`src/rtl/cla_pkg.sv`:
```
// Shared types and constants for the pipelined carry-lookahead adder.
// GROUP_W : bits handled by one lookahead group / pipeline stage
// MAX_W   : widest operand the stage-register struct can carry
// ngroups : number of groups (and pipeline stages) for a given width
// stage_t : one pipeline stage register
package cla_pkg;

    localparam int unsigned GROUP_W = 4;
    localparam int unsigned MAX_W   = 64;

    function automatic int unsigned ngroups(input int unsigned width);
        return width / GROUP_W;
    endfunction

    // Operands are kept right-aligned and shifted down one group per stage,
    // so every stage always consumes bits [GROUP_W-1:0] of a_rem/b_rem.
    typedef struct packed {
        logic             valid;
        logic [MAX_W-1:0] sum;      // result bits produced so far
        logic [MAX_W-1:0] a_rem;    // A bits not yet consumed
        logic [MAX_W-1:0] b_rem;    // effective B bits not yet consumed
        logic             carry;    // carry out of the last computed group
        logic             msb_cin;  // carry into the top bit of that group
    } stage_t;

endpackage

```
`src/rtl/cla_pipe_adder_cla4_group.sv`:
```
// Purely combinational 4-bit carry-lookahead group.
// a, b : 4-bit operands
// ci   : carry into bit 0
// s    : 4-bit sum
// co   : carry out of bit 3
// c3   : carry into bit 3 (used for signed overflow in the MSB group)
module cla4_group (
    input  logic [3:0] a,
    input  logic [3:0] b,
    input  logic       ci,
    output logic [3:0] s,
    output logic       co,
    output logic       c3
);

    logic [3:0] p;
    logic [3:0] g;
    logic       c1;
    logic       c2;

    assign p = a ^ b;
    assign g = a & b;

    // Fully expanded carries: no ripple inside the group.
    assign c1 = g[0] | (p[0] & ci);
    assign c2 = g[1] | (p[1] & g[0]) | (p[1] & p[0] & ci);
    assign c3 = g[2] | (p[2] & g[1]) | (p[2] & p[1] & g[0])
              | (p[2] & p[1] & p[0] & ci);
    assign co = g[3] | (p[3] & g[2]) | (p[3] & p[2] & g[1])
              | (p[3] & p[2] & p[1] & g[0]) | (p[3] & p[2] & p[1] & p[0] & ci);

    assign s = p ^ {c3, c2, c1, ci};

endmodule

```
`src/rtl/cla_pipe_adder.sv`:
```
// Pipelined carry-lookahead adder/subtractor, one 4-bit group per stage.
// Parameter WIDTH : operand width, multiple of 4, 4..64.
// clk, rst        : clock, synchronous active-high reset
// in_valid/ready  : operand handshake (a, b, cin, sub sampled on accept)
// out_valid/ready : result handshake (sum, cout, ovf)
// sub=1 computes a-b as a+~b+1 and ignores cin.
module cla_pipe_adder
    import cla_pkg::*;
#(
    parameter int unsigned WIDTH = 16
) (
    input  logic             clk,
    input  logic             rst,
    input  logic             in_valid,
    output logic             in_ready,
    input  logic [WIDTH-1:0] a,
    input  logic [WIDTH-1:0] b,
    input  logic             cin,
    input  logic             sub,
    output logic             out_valid,
    input  logic             out_ready,
    output logic [WIDTH-1:0] sum,
    output logic             cout,
    output logic             ovf
);

    localparam int unsigned NG = ngroups(WIDTH);

    logic [WIDTH-1:0]   b_eff;
    logic               cin_eff;
    logic [GROUP_W-1:0] grp_a  [NG];
    logic [GROUP_W-1:0] grp_b  [NG];
    logic [GROUP_W-1:0] grp_s  [NG];
    logic               grp_ci [NG];
    logic               grp_co [NG];
    logic               grp_c3 [NG];
    stage_t             st     [NG];
    stage_t             nxt    [NG];
    logic               unused_bits;

    // Subtraction: invert B at acceptance and force the carry-in to 1.
    assign b_eff   = sub ? ~b : b;
    assign cin_eff = sub | cin;

    // Whole pipeline advances together; a bubble at the output never stalls.
    assign in_ready = !rst && (!st[NG-1].valid || out_ready);

    // Group operands: stage 0 from the ports, later stages from the previous register.
    always_comb begin
        grp_a[0]  = a[GROUP_W-1:0];
        grp_b[0]  = b_eff[GROUP_W-1:0];
        grp_ci[0] = cin_eff;
        for (int k = 1; k < NG; k++) begin
            grp_a[k]  = st[k-1].a_rem[GROUP_W-1:0];
            grp_b[k]  = st[k-1].b_rem[GROUP_W-1:0];
            grp_ci[k] = st[k-1].carry;
        end
    end

    for (genvar k = 0; k < NG; k++) begin : g_grp
        cla4_group u_grp (
            .a  (grp_a[k]),
            .b  (grp_b[k]),
            .ci (grp_ci[k]),
            .s  (grp_s[k]),
            .co (grp_co[k]),
            .c3 (grp_c3[k])
        );
    end

    // Next contents of each stage register.
    always_comb begin
        nxt[0].valid   = in_valid;
        nxt[0].sum     = MAX_W'(grp_s[0]);
        nxt[0].a_rem   = MAX_W'(a) >> GROUP_W;
        nxt[0].b_rem   = MAX_W'(b_eff) >> GROUP_W;
        nxt[0].carry   = grp_co[0];
        nxt[0].msb_cin = grp_c3[0];
        for (int k = 1; k < NG; k++) begin
            nxt[k].valid   = st[k-1].valid;
            nxt[k].sum     = st[k-1].sum;
            nxt[k].sum[k*GROUP_W +: GROUP_W] = grp_s[k];
            nxt[k].a_rem   = st[k-1].a_rem >> GROUP_W;
            nxt[k].b_rem   = st[k-1].b_rem >> GROUP_W;
            nxt[k].carry   = grp_co[k];
            nxt[k].msb_cin = grp_c3[k];
        end
    end

    // Stage registers.
    always_ff @(posedge clk) begin
        if (rst) begin
            for (int k = 0; k < NG; k++) begin
                st[k] <= '0;
            end
        end else if (in_ready) begin
            for (int k = 0; k < NG; k++) begin
                st[k] <= nxt[k];
            end
        end
    end

    assign out_valid = st[NG-1].valid;
    assign sum       = st[NG-1].sum[WIDTH-1:0];
    assign cout      = st[NG-1].carry;
    assign ovf       = st[NG-1].carry ^ st[NG-1].msb_cin;

    // Operand leftovers in the final stage have nothing left to feed.
    assign unused_bits = ^{st[NG-1].a_rem, st[NG-1].b_rem, st[NG-1].sum};

endmodule

```
`config.mk`:
```
export PLATFORM = sky130hd
export DESIGN_NAME = cla_pipe_adder
export DESIGN_NICKNAME = d
export VERILOG_FILES = /design/src/rtl/cla_pkg.sv /design/src/rtl/cla_pipe_adder_cla4_group.sv /design/src/rtl/cla_pipe_adder.sv
export SDC_FILE = /design/constraint.sdc
export NUM_CORES = 1
export LEC_CHECK = 0
export BUFFER_PORTS_ARGS = -buffer_cell sky130_fd_sc_hd__buf_2
export CAP_MARGIN = 15
export CORE_MARGIN = 3
export CORE_UTILIZATION = 43
export DETAILED_ROUTE_END_ITERATION = 10
export PLACE_DENSITY = 0.62
export SLEW_MARGIN = 25
export SYNTH_ARGS = -nofsm -noshare
export SYNTH_HDL_FRONTEND = slang
export SYNTH_SLANG_ARGS = --single-unit
```
`constraint.sdc`:
```
create_clock -name clk -period 5.35 [get_ports clk]
set_clock_uncertainty 0.2 [all_clocks]
set_input_delay 1.07 -clock clk [delete_from_list [all_inputs] [get_ports clk]]
set_output_delay 1.07 -clock clk [all_outputs]
set_load 0.01 [all_outputs]
```
==> run_results.csv <==
group,metric,value,unit
status,status,"finished, final reports clean",
synthesis,avgSynthCellArea,14.2,um2
die,io_pins,58,
timing,worst_pin_slew,0.660,ns
synthesis,synth_top_area_frac,0.646,
finish,top_register,"st",
critical_path,start_kind,"input port",
global_route,grt_pass1_wl,11300,um
global_route,grt_max_degree,78,
run,cap_viol_max_count,0,
clocking,ctsResizeCount,0,
synthesis,seq_area_frac_synth,0.646,
critical_path,worst-setup-path-type,"input port to output pin",
die,die_h,108,um
placement,dp_hpwl,4180,um
clocking,clock_sinks,97,
critical_path,cp_top_family,"buffers and inverters",
critical_path,crit_required,4.08,ns
pwr,powerDensity,297,nW/um2
die,chipWidth,108,um
critical_path,crit_arrival,2.31,ns
drt,antenna_left,0,
finish,nets,413,
clocking,root_buffer,"clkbuf_8",
drt,via_count,2384,
clocking,cts_tree,"built",
finish,nFillCells,896,
critical_path,cp_max_fo,77,
timing,fin_crit,3.58,ns
critical_path,slowest_stage,"buf_4",
clocking,post_cts_buffers,0,
critical_path,crit_path_max_incr_delay,0.48,ns
synthesis,synth_area_leaders,"edfxtp_1 (65%), and3_1 (9.6%), ha_1 (5.0%)",
critical_path,crit_top_cell,"buf_2",
synthesis,synth_xor_area_frac,0.0408,
die,start_util,0.451,
global_route,grt-ovfl-total,0,
global_route,grt_pass1_vias,2412,
drt,drt_iter0_drc,124,
min_path,hp-start,"st[1][123]$_SDFFCE_PN0P_",
clocking,clkSlewWorstSetupHoldPaths,0.08,ns
synthesis,yosys.area_share.adder,0.0677,
finish,layout-drive-gt1-share,0.227,
critical_path,cp_num_buf_inv,5,
synthesis,synth_area_leader_cell,"edfxtp_1",
synthesis,synth_nets,377,
timing,fmax,0.279,GHz
placement,gp_congestion,0.742,
synthesis,synth_top_family_by_area,"simple AND/OR/NAND/NOR gates",
clocking,cts_buffer_depth,2,
min_path,hold_class,"flip-flop to flip-flop",
timing,final_hold_viol_count,0,
timing,rsz0062_at_grt,"false",
synthesis,synthMuxAreaShare,0.00888,
die,dieArea,11800,um2
drt,drt-wirelength-per-cell,13.6,um
drt,drc,0,
global_route,track_usage,0.124,
timing,finalSetupTns,0,ns
timing,fin_crit_sh,0.670,
drt,dr.pass1.iters,4,
drt,drt_wl_total,6650,um
clocking,htreeDepth,3,
timing,final-setup-viol-count,0,
critical_path,path_cells,"buf_2 > inv_2 > buf_4 > nand2_1 > inv_1 > buf_2",
critical_path,r2r_start,"st[3][186]$_SDFFCE_PN0P_",
clocking,clkLatencyLatePin,0.36,ns
clocking,numCtsBuffers,9,
timing,maxSlewViolCount,0,
die,fp-row-count,36,
pwr,cellLeakagePower,2.41,nW
synthesis,yosys_register_bits,97,
synthesis,synth-simple-area-share,0.133,
global_route,antenna_found_initial,0,
finish,area_growth,9.24,%
pwr,vdd_drop_max,0.113,mV
synthesis,synthCells,317,
clocking,postCtsHoldBufs,0,
finish,largest_reg_flops,97,
placement,port_buffers,57,
critical_path,end_kind,"output pin",
finish,top_regs,"st: 97 flops",
die,core_area,10000,um2
finish,antenna_cells,0,
finish,postLayoutCoreUtil,0.493,
drt,avgViaCountPerCell,4.87,
synthesis,ys_types,32,
synthesis,synth_compound_area_frac,0.0474,
critical_path,startpoint,"rst",
synthesis,syn-cell-area,4510,um2
timing,slew_headroom,0.560,
synthesis,yosysWarnings,0,
final timing paths:
path,slack (ns),cells after the start,endpoint
min reg2reg,0.36,1,st[2][123]$_SDFFCE_PN0P_
max,1.77,6,in_ready
min,0.36,1,st[2][123]$_SDFFCE_PN0P_
max reg2reg,2.83,3,st[1][64]$_SDFFCE_PN0P_
cell families after synthesis:
| logic type | count (synthesis) |
|---|---|
| AOI/OAI and AO/OA | 26 |
| muxes | 4 |
| DFF | 97 |
| buffers and inverters | 42 |
| and+or+nand+nor | 105 |
| xor gates and xnor gates | 21 |
| adders and majority gates | 22 |
synthesized netlist by cell type (all sizes together):
master and instances:
a211o 4, a211oi 2, a21o 4, a21oi 4
and3 69, buf 29, clkbuf 7, edfxtp 97
fa 4, ha 18, inv 6, mux2i 4
nand2 3, nand2b 2, nand3 7, nand3b 2
nor2 20, nor3 2, o211ai 1, o21a 3
o21ai 2, o21ba 1, o2bb2ai 5, xnor2 15
xor2 6
worst reg2reg max path: stages (launching register included):
cell,delay [ns]
edfxtp_1,0.43
nand2b_4,0.50
nand2b_4,0.46
buf_4,0.56
power by group:
group	internal [W]	switching (W)
clock network	0.000166	0.000244
logic	0.0000698	0.0000743
registers	0.000894	0.0000154
total	0.00113	0.000333
routing by layer:
metal  part of all wire  vias to the layer above  global-route usage
met2               0.45                       56               0.180
met4              0.016                        0              0.0505
met5                  0                        -                   0
met3              0.050                        9              0.0328
li1                   -                     1222                   -
met1               0.48                     1097               0.175
metrics by stage:
| stage | setup slack [ns] | cell area (um2) | cells | hold WS (ns) | total power [W] |
|---|---|---|---|---|---|
| after floorplan | 1.02 | 4510 | 317 | 0.328 | 0.00104 |
| after global placement | 1.80 | 4770 | 475 | 0.333 | 0.00107 |
| after detailed placement | 1.74 | 4770 | 475 | 0.337 | 0.00107 |
| after CTS | 1.73 | 4930 | 490 | 0.357 | 0.00147 |
| after global routing | 1.60 | 4930 | 490 | 0.371 | 0.00154 |
| final | 1.77 | 4930 | 490 | 0.357 | 0.00146 |
layout by cell type, fill, tap and decap left out, types with 3 or more instances in the layout:
cell       netlist  layout
a211o_1          4       4
a21o_1           4       4
and3_1          69      69
buf_2            9      57
buf_4           17       4
clkbuf_8         0       9
edfxtp_1        97      97
fa_1             4       4
ha_1            18      18
inv_1            5       5
mux2i_1          4       4
nand2_1          3       3
nand3_1          7       7
nor2_1          20      20
o21a_1           3       3
o2bb2ai_1        5       5
xnor2_1         15      15
xor2_1           6       6
area by class of cell:
class	count	area (um2)	area share
clock buffers	10	128	0.0259
clock inverters	5	32.5	0.00660
inverters	6	22.5	0.00457
multi-input cells	178	1350	0.274
flip-flops and latches	97	2910	0.591
well taps	133	166	0.0338
repair buffers	61	315	0.0640
No activity file was read; power rests on OpenSTA's default activity.
